`config.mk`:
```
export PLATFORM = sky130hd
export DESIGN_NAME = seg_scan_decoder
export DESIGN_NICKNAME = d
export VERILOG_FILES = /design/src/rtl/seg_scan_decoder.sv
export SDC_FILE = /design/constraint.sdc
export NUM_CORES = 1
export LEC_CHECK = 0
export ABC_AREA = 1
export BUFFER_PORTS_ARGS = -buffer_cell sky130_fd_sc_hd__buf_2
export CORE_UTILIZATION = 35
export DETAILED_ROUTE_END_ITERATION = 16
export PLACE_DENSITY_LB_ADDON = 0.3
export SYNTH_ARGS = -nofsm -noshare
export SYNTH_HDL_FRONTEND = slang
export SYNTH_SLANG_ARGS = --single-unit
```
`constraint.sdc`:
```
create_clock -name clock -period 5.2 [get_ports clock]
set_clock_uncertainty 0.2 [all_clocks]
set_input_delay 0.26 -clock clock [delete_from_list [all_inputs] [get_ports clock]]
set_output_delay 0.26 -clock clock [all_outputs]
set_load 0.05 [all_outputs]
```
`src/rtl/seg_scan_decoder.sv`:
```
// Watches a multiplexed 8-digit seven-segment scan and rebuilds the displayed frame:
// hex value per digit, blank and decimal-point masks, plus error flags for unknown glyphs.
module seg_scan_decoder #(
    parameter int STABLE_CYCLES = 4
) (
    input  logic        clock,
    input  logic        reset,
    input  logic [7:0]  anode_activate,
    input  logic [7:0]  LED_out,
    output logic [31:0] value,
    output logic [7:0]  blank_mask,
    output logic [7:0]  dp_mask,
    output logic        frame_valid,
    output logic        pattern_err,
    output logic        frame_err
);

    typedef enum logic [1:0] {IDLE, SETTLE, HOLD} state_t;

    state_t      state_q, state_d;
    logic [7:0]  refAnode_q, refAnode_d;
    logic [7:0]  refLed_q, refLed_d;
    logic [7:0]  cnt_q, cnt_d;
    logic [7:0]  mask_q, mask_d;
    logic [31:0] shadowVal_q, shadowVal_d;
    logic [7:0]  shadowBlank_q, shadowBlank_d;
    logic [7:0]  shadowDp_q, shadowDp_d;
    logic        shadowErr_q, shadowErr_d;
    logic [31:0] value_q, value_d;
    logic [7:0]  blank_q, blank_d;
    logic [7:0]  dp_q, dp_d;
    logic        frameValid_q, frameValid_d;
    logic        patternErr_q, patternErr_d;
    logic        frameErr_q, frameErr_d;

    logic        slotValid;
    logic [2:0]  slotIdx;
    logic [3:0]  zeroCnt;
    logic        matchRef;
    logic        capture;
    logic        publish;
    logic [5:0]  decoded;

    // Result is {undecodable, blank, nibble}.
    function automatic logic [5:0] decodeSeg(input logic [6:0] seg);
        case (seg)
            7'b0000001: return 6'h00;
            7'b1001111: return 6'h01;
            7'b0010010: return 6'h02;
            7'b0000110: return 6'h03;
            7'b1001100: return 6'h04;
            7'b0100100: return 6'h05;
            7'b0100000: return 6'h06;
            7'b0001111: return 6'h07;
            7'b0000000: return 6'h08;
            7'b0000100: return 6'h09;
            7'b0001000: return 6'h0A;
            7'b1100000: return 6'h0B;
            7'b0110001: return 6'h0C;
            7'b1000010: return 6'h0D;
            7'b0110000: return 6'h0E;
            7'b0111000: return 6'h0F;
            7'b1111111: return 6'b010000;
            default:    return 6'b100000;
        endcase
    endfunction

    always_comb begin
        zeroCnt = 4'd0;
        slotIdx = 3'd0;
        for (int i = 0; i < 8; i++) begin
            if (!anode_activate[i]) begin
                zeroCnt = zeroCnt + 4'd1;
                slotIdx = 3'(i);
            end
        end
        slotValid = (zeroCnt == 4'd1);
        matchRef  = (anode_activate == refAnode_q) && (LED_out == refLed_q);
        decoded   = decodeSeg(LED_out[6:0]);
    end

    always_comb begin
        state_d    = state_q;
        cnt_d      = cnt_q;
        refAnode_d = refAnode_q;
        refLed_d   = refLed_q;
        capture    = 1'b0;
        case (state_q)
            IDLE: begin
                if (slotValid) begin
                    refAnode_d = anode_activate;
                    refLed_d   = LED_out;
                    cnt_d      = 8'd1;
                    state_d    = SETTLE;
                end
            end
            SETTLE: begin
                if (matchRef) begin
                    cnt_d = cnt_q + 8'd1;
                    if (cnt_q + 8'd1 == 8'(STABLE_CYCLES)) begin
                        capture = 1'b1;
                        state_d = HOLD;
                    end
                end else if (slotValid) begin
                    refAnode_d = anode_activate;
                    refLed_d   = LED_out;
                    cnt_d      = 8'd1;
                end else begin
                    cnt_d   = 8'd0;
                    state_d = IDLE;
                end
            end
            HOLD: begin
                if (!matchRef) begin
                    if (slotValid) begin
                        refAnode_d = anode_activate;
                        refLed_d   = LED_out;
                        cnt_d      = 8'd1;
                        state_d    = SETTLE;
                    end else begin
                        cnt_d   = 8'd0;
                        state_d = IDLE;
                    end
                end
            end
            default: begin
                cnt_d   = 8'd0;
                state_d = IDLE;
            end
        endcase
    end

    // A capture landing in the publish cycle is applied after the clear, so it starts the next frame.
    always_comb begin
        publish       = (mask_q == 8'hFF);
        mask_d        = publish ? 8'h00 : mask_q;
        shadowErr_d   = publish ? 1'b0 : shadowErr_q;
        shadowVal_d   = shadowVal_q;
        shadowBlank_d = shadowBlank_q;
        shadowDp_d    = shadowDp_q;
        value_d       = value_q;
        blank_d       = blank_q;
        dp_d          = dp_q;
        frameErr_d    = frameErr_q;
        frameValid_d  = publish;
        patternErr_d  = capture && decoded[5];
        if (publish) begin
            value_d    = shadowVal_q;
            blank_d    = shadowBlank_q;
            dp_d       = shadowDp_q;
            frameErr_d = shadowErr_q;
        end
        if (capture) begin
            mask_d[slotIdx]                  = 1'b1;
            shadowVal_d[{slotIdx, 2'b00} +: 4] = decoded[3:0];
            shadowBlank_d[slotIdx]           = decoded[4];
            shadowDp_d[slotIdx]              = ~LED_out[7];
            if (decoded[5]) begin
                shadowErr_d = 1'b1;
            end
        end
    end

    always_ff @(posedge clock) begin
        if (reset) begin
            state_q       <= IDLE;
            refAnode_q    <= 8'hFF;
            refLed_q      <= 8'hFF;
            cnt_q         <= 8'd0;
            mask_q        <= 8'h00;
            shadowVal_q   <= 32'h0;
            shadowBlank_q <= 8'h00;
            shadowDp_q    <= 8'h00;
            shadowErr_q   <= 1'b0;
            value_q       <= 32'h0;
            blank_q       <= 8'hFF;
            dp_q          <= 8'h00;
            frameValid_q  <= 1'b0;
            patternErr_q  <= 1'b0;
            frameErr_q    <= 1'b0;
        end else begin
            state_q       <= state_d;
            refAnode_q    <= refAnode_d;
            refLed_q      <= refLed_d;
            cnt_q         <= cnt_d;
            mask_q        <= mask_d;
            shadowVal_q   <= shadowVal_d;
            shadowBlank_q <= shadowBlank_d;
            shadowDp_q    <= shadowDp_d;
            shadowErr_q   <= shadowErr_d;
            value_q       <= value_d;
            blank_q       <= blank_d;
            dp_q          <= dp_d;
            frameValid_q  <= frameValid_d;
            patternErr_q  <= patternErr_d;
            frameErr_q    <= frameErr_d;
        end
    end

    assign value       = value_q;
    assign blank_mask  = blank_q;
    assign dp_mask     = dp_q;
    assign frame_valid = frameValid_q;
    assign pattern_err = patternErr_q;
    assign frame_err   = frameErr_q;

endmodule

```
==> results of run 1 <==
per-stage QoR:
step | util | area, sq um
after detailed placement | 0.3912 | 6814
after floorplan | - | 6286
after global routing | 0.4304 | 7496
final | 0.4304 | 7496
after CTS | 0.4302 | 7492
after global placement | 0.3912 | 6814
where the power goes:
part           switching, mW  internal [mW]  total (mW)  leakage (nW)
logic                  0.249          0.141       0.390          1.85
clock network          0.457          0.854        1.31         0.316
registers             0.0281           1.07        1.09          1.08
layout make-up:
class	instances	share of cell area
repair buffers	75	0.05391
flip-flops and latches	134	0.3579
inverters	108	0.05441
well taps	225	0.03756
multi-input cells	562	0.4098
clock inverters	10	0.02237
clock buffers	21	0.06410
metal layers:
metal,track usage,vias up,share of wire
met5,0,-,0
met4,0.06173,0,0.015
met3,0.04251,16,0.043
met2,0.2611,99,0.45
met1,0.2271,2484,0.49
li1,-,2861,-
repair_timing:
action | 4_1_cts | 5_1_grt
endpoints found under the setup margin | 0 | 7
hold buffers | 3 | 0
endpoints found under the hold margin | 3 | 0
gates resized for setup | 0 | 1
buffers inserted | 0 | 0
worst paths after layout:
kind / start / end / slack, ps / cells after the start
max: anode_activate[0] / cnt_q[0]$_SDFFE_PP0P_ / 380 / 31
min: LED_out[2] / refLed_q[2]$_SDFFE_PP1P_ / 30 / 3
max reg2reg: cnt_q[1]$_SDFFE_PP0P_ / shadowBlank_q[1]$_SDFFE_PP0P_ / 2460 / 13
min reg2reg: shadowBlank_q[7]$_SDFFE_PP0P_ / shadowBlank_q[7]$_SDFFE_PP0P_ / 260 / 2
placed cells by master (no fill, tap or decap), types with 14 or more instances in the layout:
| cell | Yosys | layout |
|---|---|---|
| inv_1 | 97 | 96 |
| nand3_1 | 32 | 32 |
| nor2_1 | 78 | 78 |
| ha_1 | 14 | 14 |
| o211ai_1 | 24 | 24 |
| buf_2 | 5 | 68 |
| nand2_1 | 140 | 140 |
| dfxtp_1 | 134 | 134 |
| o21ai_0 | 71 | 71 |
| a21oi_1 | 87 | 87 |
| clkbuf_16 | 0 | 17 |
cells by family after synthesis:
logic type	after synthesis	synth area share
AND/OR/NAND/NOR	325	0.2506
AO/OA/AOI/OAI	206	0.1855
buffers and inverters	139	0.08559
flip-flops	134	0.4268
XOR/XNOR	17	0.02369
adder cells (fa/ha/maj)	14	0.02787
critical path, delay by kind of cell:
family	cells	cell delay [ps]
AND/OR/NAND/NOR	17	1890
adder cells (fa/ha/maj)	6	1670
buffers and inverters	6	870
AO/OA/AOI/OAI	2	230
==> reports/summary.md, run 1 <==
Timing
* 0 — count of final hold-check violations
* 0.2075 GHz — highest attainable clock frequency
* 0 ps — sum of negative setup slack
* 0.3187 — worst slew margin relative to its limit
* 26.58 ps — worst hold-check slack
* 0 — setup-violating endpoint count in the final report
* 0 — number of slew-limit violations in the final report
* 1014 ps — slew at the pin closest to its max-slew limit
* 0.9266 — share of the clock period used by the worst path
* 381.6 ps — post-route worst setup slack
* 4818 ps — Tmin final
* no — unrepaired setup endpoints after global routing

Synth
* 134 — synthesis-stage register bit count
* nand2_1 (140), dfxtp_1 (134), inv_1 (97) — leading cell types by count after synthesis
* 0.4268 — area fraction of the dominant cell type after synthesis
* 867 — Mapped Nets
* dfxtp_1 — most area-hungry cell type in the Yosys netlist
* 7.528 sq um — post-synthesis area per instance
* 0 — total of warnings raised by yosys
* 44 — Netlist cell types
* dfxtp_1 (43%), nand2_1 (8.4%), a21oi_1 (6.9%), inv_1 (5.8%), o21ai_0 (5.7%) — synth top area cells
* 0.4268 — sequential fraction of the synthesis area
* 0 — Synth async-reset ratio
* 0 — number of flops mapped to enable cells by yosys
* dfxtp_1 — Most used DFF post-synth
* 835 — Post-Synthesis Cells
* nand2_1 — dominant cell by count in the synthesized netlist
* 6286 sq um — Post-Syn Area

Finish
* 1,135 — number of non-filler instances in the completed layout
* 19.25% — area growth from synthesis to layout
* 0.1857 — ratio of cells with drive above 1 in the final layout
* 930 — Final nets
* 1,791 — layout filler cell count
* 3072 sq um — multi-input combinational cell area
* 2683 sq um — register area
* 0 — number of diodes added for antenna fixing

Setup path
* dlygate4sd3_1 — slowest cell on the critical path
* input port — element type at the critical path start
* 9 — largest fanout of any net on the critical path
* input port to flop — Crit Path Category
* 5340 ps — Required @ worst endpoint
* flop — CP Capture Type
* nand2_1 — critical path's most frequent cell
* 4960 ps — critical path arrival
* 530 ps — delay of the slowest cell on the worst path

Clock network
* 134 — number of sinks handled by clock tree synthesis
* 60 ps — clock transition time at the flip-flop clock pins of the worst setup and hold paths
* 4 — H-tree levels
* 2 — buffer levels on the longest clock path
* 430 ps — clk_lat worst skew
* built — CTS tree
* 17 — Inserted Clock Buffers
* clkbuf_16 — Clk Tree Root Cell

Global routing
* 5,001 — number of global-route vias before repair
* 67 — maximum number of pins on one net before global-route repair
* 0 — number of antenna violations at the first check in global routing
* 0 — gr ovfl total
* 24,630 microns — first-pass GRT wire length
* 0.1695 — gr usage total

Worst hold path
* input port to flop — path class of the lowest-slack min-delay path

Routing
* 14,750 microns — routed wire length
* 5 — detailed-router iteration count before antenna repair
* 5,460 — total vias in the final route
* 12.99 microns — wire length per cell after detailed routing
* 0 — DRC
* 0 — number of nets still failing antenna checks after routing
* 442 — first-iteration detailed-routing DRC count
* 4.811 — via/cell ratio

Place
* 1,101 — DP Cell Count
* 10,370 microns — half-perimeter wire length after placement
* 68 — count of input and output buffers
* 0.8193 — weighted congestion reported at the end of routability-driven placement
* 468.6 ps — dpl ws

Floorplan
* 136.0 microns — die outline width
* 18,500 sq um — overall die area
* 48 — number of core rows
* 136.0 microns — vertical die dimension
* 0.3609 — initial standard-cell utilization of the core
* 69 — number of ports placed on the die boundary
* 17,420 sq um — Floorplan Core Area

Power and ir drop
* 3.248 nW — Leakage
* 2.796 mW — power consumption
* 0.2316 mV — largest vdd supply drop
* 373.0 nW/um^2 — Pwr Density

Outcome
* complete, no violations — outcome

Job
* 0 — number of max-cap violations

Note: power is estimated with default switching activity, not from simulation.
==> run 2: changes to the inputs <==
CORE_UTILIZATION = 53   (was 35)
CTS_BUF_LIST = sky130_fd_sc_hd__clkbuf_16   (was not set)
==> reports/summary.md, run 2 (synthesized netlist as in run 1, its figures left out) <==
Clock network
* 0 — number of post-CTS setup repair buffers
* 2 — buffer levels on the longest clock path
* 134 — number of sinks handled by clock tree synthesis
* 4 — H-tree levels
* 50 ps — clock transition time at the flip-flop clock pins of the worst setup and hold paths
* built — CTS tree
* clkbuf_16 — Clk Tree Root Cell
* 410 ps — clk_lat worst skew
* 17 — Inserted Clock Buffers

Power and ir drop
* 2.615 mW — power consumption
* 0.2657 mV — largest vdd supply drop
* 358.4 nW/um^2 — Pwr Density
* 3.203 nW — Leakage

Floorplan
* 11,470 sq um — Floorplan Core Area
* 0.5482 — initial standard-cell utilization of the core
* 110.9 microns — vertical die dimension
* 12,300 sq um — overall die area
* 110.9 microns — die outline width
* 39 — number of core rows
* 69 — number of ports placed on the die boundary

Worst hold path
* input port to flop — path class of the lowest-slack min-delay path
* 3 — Worst Hold Depth
* refAnode_q[1]$_SDFFE_PP1P_ — Hold EP
* anode_activate[1] — hold path startpoint

Finish
* nand2_1 — leading cell type in the layout, fill and taps excluded
* 0.6363 — share of the core filled with cells
* 929 — Final nets
* 16.08% — area growth from synthesis to layout
* 0.1826 — ratio of cells with drive above 1 in the final layout
* 986 — layout filler cell count
* 0 — number of diodes added for antenna fixing
* nand2_1 (140), dfxtp_1 (134), inv_1 (97) — commonest non-fill, non-tap cells in the layout

Timing
* 4836 ps — Tmin final
* no — unrepaired setup endpoints after global routing
* 959.9 ps — slew at the pin closest to its max-slew limit
* 0.2068 GHz — highest attainable clock frequency
* 0 — count of final hold-check violations
* 0 — setup-violating endpoint count in the final report
* 0 ps — sum of negative setup slack
* 0.9300 — share of the clock period used by the worst path
* 363.8 ps — post-route worst setup slack
* 0.3547 — worst slew margin relative to its limit
* 0 — number of slew-limit violations in the final report

Global routing
* 71 — maximum number of pins on one net before global-route repair
* 5,105 — number of global-route vias before repair
* 0 — gr ovfl total
* 0 — number of antenna violations at the first check in global routing
* 0.2331 — gr usage total
* 23,470 microns — first-pass GRT wire length

Routing
* 13.07 microns — wire length per cell after detailed routing
* 398 — first-iteration detailed-routing DRC count
* 13,750 microns — routed wire length
* 5.307 — via/cell ratio
* 0 — DRC
* 0 — number of nets still failing antenna checks after routing
* 5 — detailed-router iteration count before antenna repair
* 5,583 — total vias in the final route

Setup path
* 32 — largest fanout of any net on the critical path
* 4900 ps — critical path arrival
* 2390 ps — register-to-register path setup slack
* shadowVal_q[15]$_SDFFE_PP0P_ — terminus of the critical flop-to-flop path
* flop — CP Capture Type
* 520 ps — delay of the slowest cell on the worst path
* cnt_q[0]$_SDFFE_PP0P_ — reg-to-reg startpoint
* 5260 ps — Required @ worst endpoint
* dlygate4sd3_1 — slowest cell on the critical path
* nand2_1 — critical path's most frequent cell
* input port — element type at the critical path start
* input port to flop — Crit Path Category
* 14 — worst-case reg-to-reg path depth

Place
* 515.3 ps — dpl ws
* 0.9015 — weighted congestion reported at the end of routability-driven placement
* 9435 microns — half-perimeter wire length after placement
* 68 — count of input and output buffers

Outcome
* complete, no violations — outcome

Job
* 0 — number of max-cap violations

[run 2: cell count changes in the layout (fill, tap and decap cells not counted), sizes merged]
cell,before,now
dlygate4sd3,3,2
clkbuf,21,17
inv,109,110
clkinvlp,1,2
clkinv,4,8
bufinv,4,2
[run 2: power by group]
| group | internal [mW] | switching, mW |
|---|---|---|
| Combinational | 0.140 | 0.242 |
| Sequential | 1.07 | 0.0288 |
| Clock | 0.698 | 0.440 |
[run 2: worst max path at each step]
stage | to | cells after the start | slack, ps | from
after floorplan | refAnode_q[0]$_SDFFE_PP1P_ | 27 | 880 | anode_activate[1]
after global placement | refAnode_q[0]$_SDFFE_PP1P_ | 28 | 580 | anode_activate[1]
after detailed placement | refLed_q[3]$_SDFFE_PP1P_ | 28 | 520 | anode_activate[1]
after CTS | refLed_q[7]$_SDFFE_PP1P_ | 29 | 350 | anode_activate[0]
after global routing | refLed_q[0]$_SDFFE_PP1P_ | 29 | 20 | anode_activate[0]
final | refLed_q[7]$_SDFFE_PP1P_ | 29 | 360 | anode_activate[0]
[run 2: repair_timing]
action                                 in CTS  in global routing
gates resized for setup                     0                  1
hold buffers                                2                  0
endpoints found under the hold margin       2                  0
setup endpoints to repair                   0                 10
[run 2: critical path: cells and delay by family]
| kind | cells | cell delay [ps] |
|---|---|---|
| adders and majority gates | 6 | 1690 |
| buffers and inverters | 7 | 1080 |
| AOI/OAI and AO/OA | 3 | 360 |
| and+or+nand+nor | 13 | 1500 |
[run 2: final cells by class]
| cell class | instances | area (sq um) | area share |
|---|---|---|---|
| clock inverter | 14 | 136.4 | 0.01869 |
| tap | 143 | 178.9 | 0.02452 |
| timing repair buffer | 74 | 394.1 | 0.05401 |
| sequential | 134 | 2683 | 0.3676 |
| multi-input combinational | 562 | 3072 | 0.4210 |
| inverter | 108 | 407.9 | 0.05590 |
| clock buffer | 17 | 425.4 | 0.05830 |
[run 2: per-stage QoR]
step	hold slack [ps]	cells	instance area, sq um
after floorplan	149.0	835	6286
final	14.51	1052	7297
after detailed placement	244.3	1019	6711
after global placement	244.8	1019	6711
after CTS	0.4833	1052	7293
after global routing	47.02	1052	7297
[run 2: routing by layer]
metal  vias to the layer above  track usage  part of all wire
met5                         -            0                 0
met2                       136       0.3752              0.46
met1                      2553       0.3036              0.48
met3                        24      0.05631             0.045
met4                         0      0.08444             0.017
li1                       2870            -                 -
==> run 3: changes to the inputs <==
==> constraint.sdc (replaced) <==
create_clock -name clock -period 5.2 [get_ports clock]
set_clock_uncertainty 0.2 [all_clocks]
set_input_delay 1.56 -clock clock [delete_from_list [all_inputs] [get_ports clock]]
set_output_delay 1.56 -clock clock [all_outputs]
set_load 0.05 [all_outputs]
==> reports/summary.md, run 3 (synthesized netlist as in run 1, its figures left out) <==
Power and ir drop
* 0.3015 mV — largest vdd supply drop
* 3.317 nW — Leakage
* 353.8 nW/um^2 — Pwr Density
* 2.689 mW — power consumption

Finish
* 950 — Final nets
* 0.2277 — ratio of cells with drive above 1 in the final layout
* 0 — number of diodes added for antenna fixing
* 1,074 — number of non-filler instances in the completed layout
* 7601 sq um — post-route standard cell area excluding fillers
* dfxtp_1 (134), nand2_1 (131), inv_1 (93) — commonest non-fill, non-tap cells in the layout
* 20.92% — area growth from synthesis to layout
* dfxtp_1 — leading cell type in the layout, fill and taps excluded
* 957 — layout filler cell count

Floorplan
* 39 — number of core rows
* 110.9 microns — die outline width
* 69 — number of ports placed on the die boundary
* 12,300 sq um — overall die area
* 110.9 microns — vertical die dimension
* 11,470 sq um — Floorplan Core Area
* 0.5482 — initial standard-cell utilization of the core

Global routing
* 0 — number of antenna violations at the first check in global routing
* 44 — maximum number of pins on one net before global-route repair
* 0.2405 — gr usage total
* 5,182 — number of global-route vias before repair
* 0 — gr ovfl total
* 24,010 microns — first-pass GRT wire length

Place
* 9844 microns — half-perimeter wire length after placement
* 1,039 — DP Cell Count
* 6953 sq um — placed cell areas
* 68 — count of input and output buffers
* 0.8927 — weighted congestion reported at the end of routability-driven placement

Routing
* 5.265 — via/cell ratio
* 5,655 — total vias in the final route
* 0 — number of nets still failing antenna checks after routing
* 13.23 microns — wire length per cell after detailed routing
* 434 — first-iteration detailed-routing DRC count
* 14,210 microns — routed wire length
* 5 — detailed-router iteration count before antenna repair
* 0 — DRC

Clock network
* 4 — H-tree levels
* built — CTS tree
* 2 — buffer levels on the longest clock path
* 60 ps — clock transition time at the flip-flop clock pins of the worst setup and hold paths
* 134 — number of sinks handled by clock tree synthesis
* clkbuf_16 — Clk Tree Root Cell
* 420 ps — clk_lat worst skew
* 17 — Inserted Clock Buffers

Setup path
* shadowVal_q[10]$_SDFFE_PP0P_ — terminus of the critical flop-to-flop path
* simple AND/OR/NAND/NOR gates — critical path's top delay family
* 5350 ps — Required @ worst endpoint
* 2380 ps — register-to-register path setup slack
* 7 — largest fanout of any net on the critical path
* 280 ps — delay of the slowest cell on the worst path
* cnt_q[0]$_SDFFE_PP0P_ — reg-to-reg startpoint
* 5 — buffer and inverter count on the worst path
* nand2_2 — critical path's most frequent cell
* flop — CP Capture Type
* input port — element type at the critical path start
* ha_1 — slowest cell on the critical path
* 5210 ps — critical path arrival
* 13 — worst-case reg-to-reg path depth
* input port to flop — Crit Path Category

Timing
* 0.9730 — share of the clock period used by the worst path
* 657.3 ps — slew at the pin closest to its max-slew limit
* 0.5591 — worst slew margin relative to its limit
* 0.1976 GHz — highest attainable clock frequency
* 0 — number of slew-limit violations in the final report
* 5059 ps — Tmin final
* 0 — count of final hold-check violations
* 0 — setup-violating endpoint count in the final report

Worst hold path
* flop to flop — path class of the lowest-slack min-delay path
* 2 — Worst Hold Depth
* shadowDp_q[3]$_SDFFE_PP0P_ — Hold EP
* shadowDp_q[3]$_SDFFE_PP0P_ — hold path startpoint

Outcome
* complete, no violations — outcome

Job
* 0 — number of max-cap violations

==> run 3: metal layers <==
layer | GRT usage | vias to the layer above | share of wire
met4 | 0.08356 | 0 | 0.014
met5 | 0 | - | 0
li1 | - | 2916 | -
met3 | 0.04866 | 19 | 0.047
met2 | 0.3855 | 157 | 0.47
met1 | 0.3220 | 2563 | 0.47
==> run 3: cell type report <==
cell class | instances | area, sq um | area share
multi-input cells | 562 | 3194 | 0.4202
flip-flops and latches | 134 | 2683 | 0.3529
repair buffers | 95 | 564.3 | 0.07424
inverters | 108 | 427.9 | 0.05630
clock buffers | 17 | 425.4 | 0.05597
well taps | 143 | 178.9 | 0.02354
clock inverters | 15 | 127.6 | 0.01679
==> run 3: timing repair <==
action	4_1_cts	5_1_grt
gates resized for setup	2	15
endpoints found under the setup margin	13	26
hold buffers	0	0
pin swaps	2	10
setup buffers	0	3
cloned	0	0
==> run 3: how the worst max path moves through the flow <==
stage / cells past startpoint / endpoint / from / slack [ps]
2_1_floorplan: 29 / cnt_q[4]$_SDFFE_PP0P_ / anode_activate[0] / -120
3_3_place_gp: 30 / cnt_q[4]$_SDFFE_PP0P_ / anode_activate[0] / -420
3_5_place_dp: 30 / cnt_q[4]$_SDFFE_PP0P_ / anode_activate[0] / -510
4_1_cts: 28 / refAnode_q[7]$_SDFFE_PP1P_ / anode_activate[0] / 3
5_1_grt: 31 / state_q[1]$_SDFFE_PP0P_ / anode_activate[1] / -40
6_report: 30 / cnt_q[4]$_SDFFE_PP0P_ / anode_activate[1] / 140
==> run 3: worst register-to-register path, cell delays in order (launching register included) <==
cell,delay (ps)
dfxtp_1,370
ha_1,240
nand3_1,120
nor2_1,170
nand2_1,90
xnor2_1,150
nor3b_1,210
nand2_1,110
inv_1,60
nand2_1,150
inv_2,210
nand4_1,300
o21ai_0,270
a21oi_1,60
==> run 3: through the flow <==
step	worst slack [ps]	setup TNS, ps	util	hold WS (ps)
after detailed placement	-505.4	-11390	0.6063	244.3
final	140.5	0	0.6628	252.7
after CTS	3.406	0	0.6550	253.5
after global routing	-38.08	-64.02	0.6628	265.2
after floorplan	-119.3	-1286	-	229.7
after global placement	-420.8	-9095	0.6063	241.5
==> run 3: power by group <==
| part | total [mW] | internal, mW | switching (mW) |
|---|---|---|---|
| clock | 1.12 | 0.658 | 0.460 |
| sequential | 1.09 | 1.07 | 0.0286 |
| combinational | 0.477 | 0.197 | 0.280 |
| total | 2.69 | 1.92 | 0.768 |
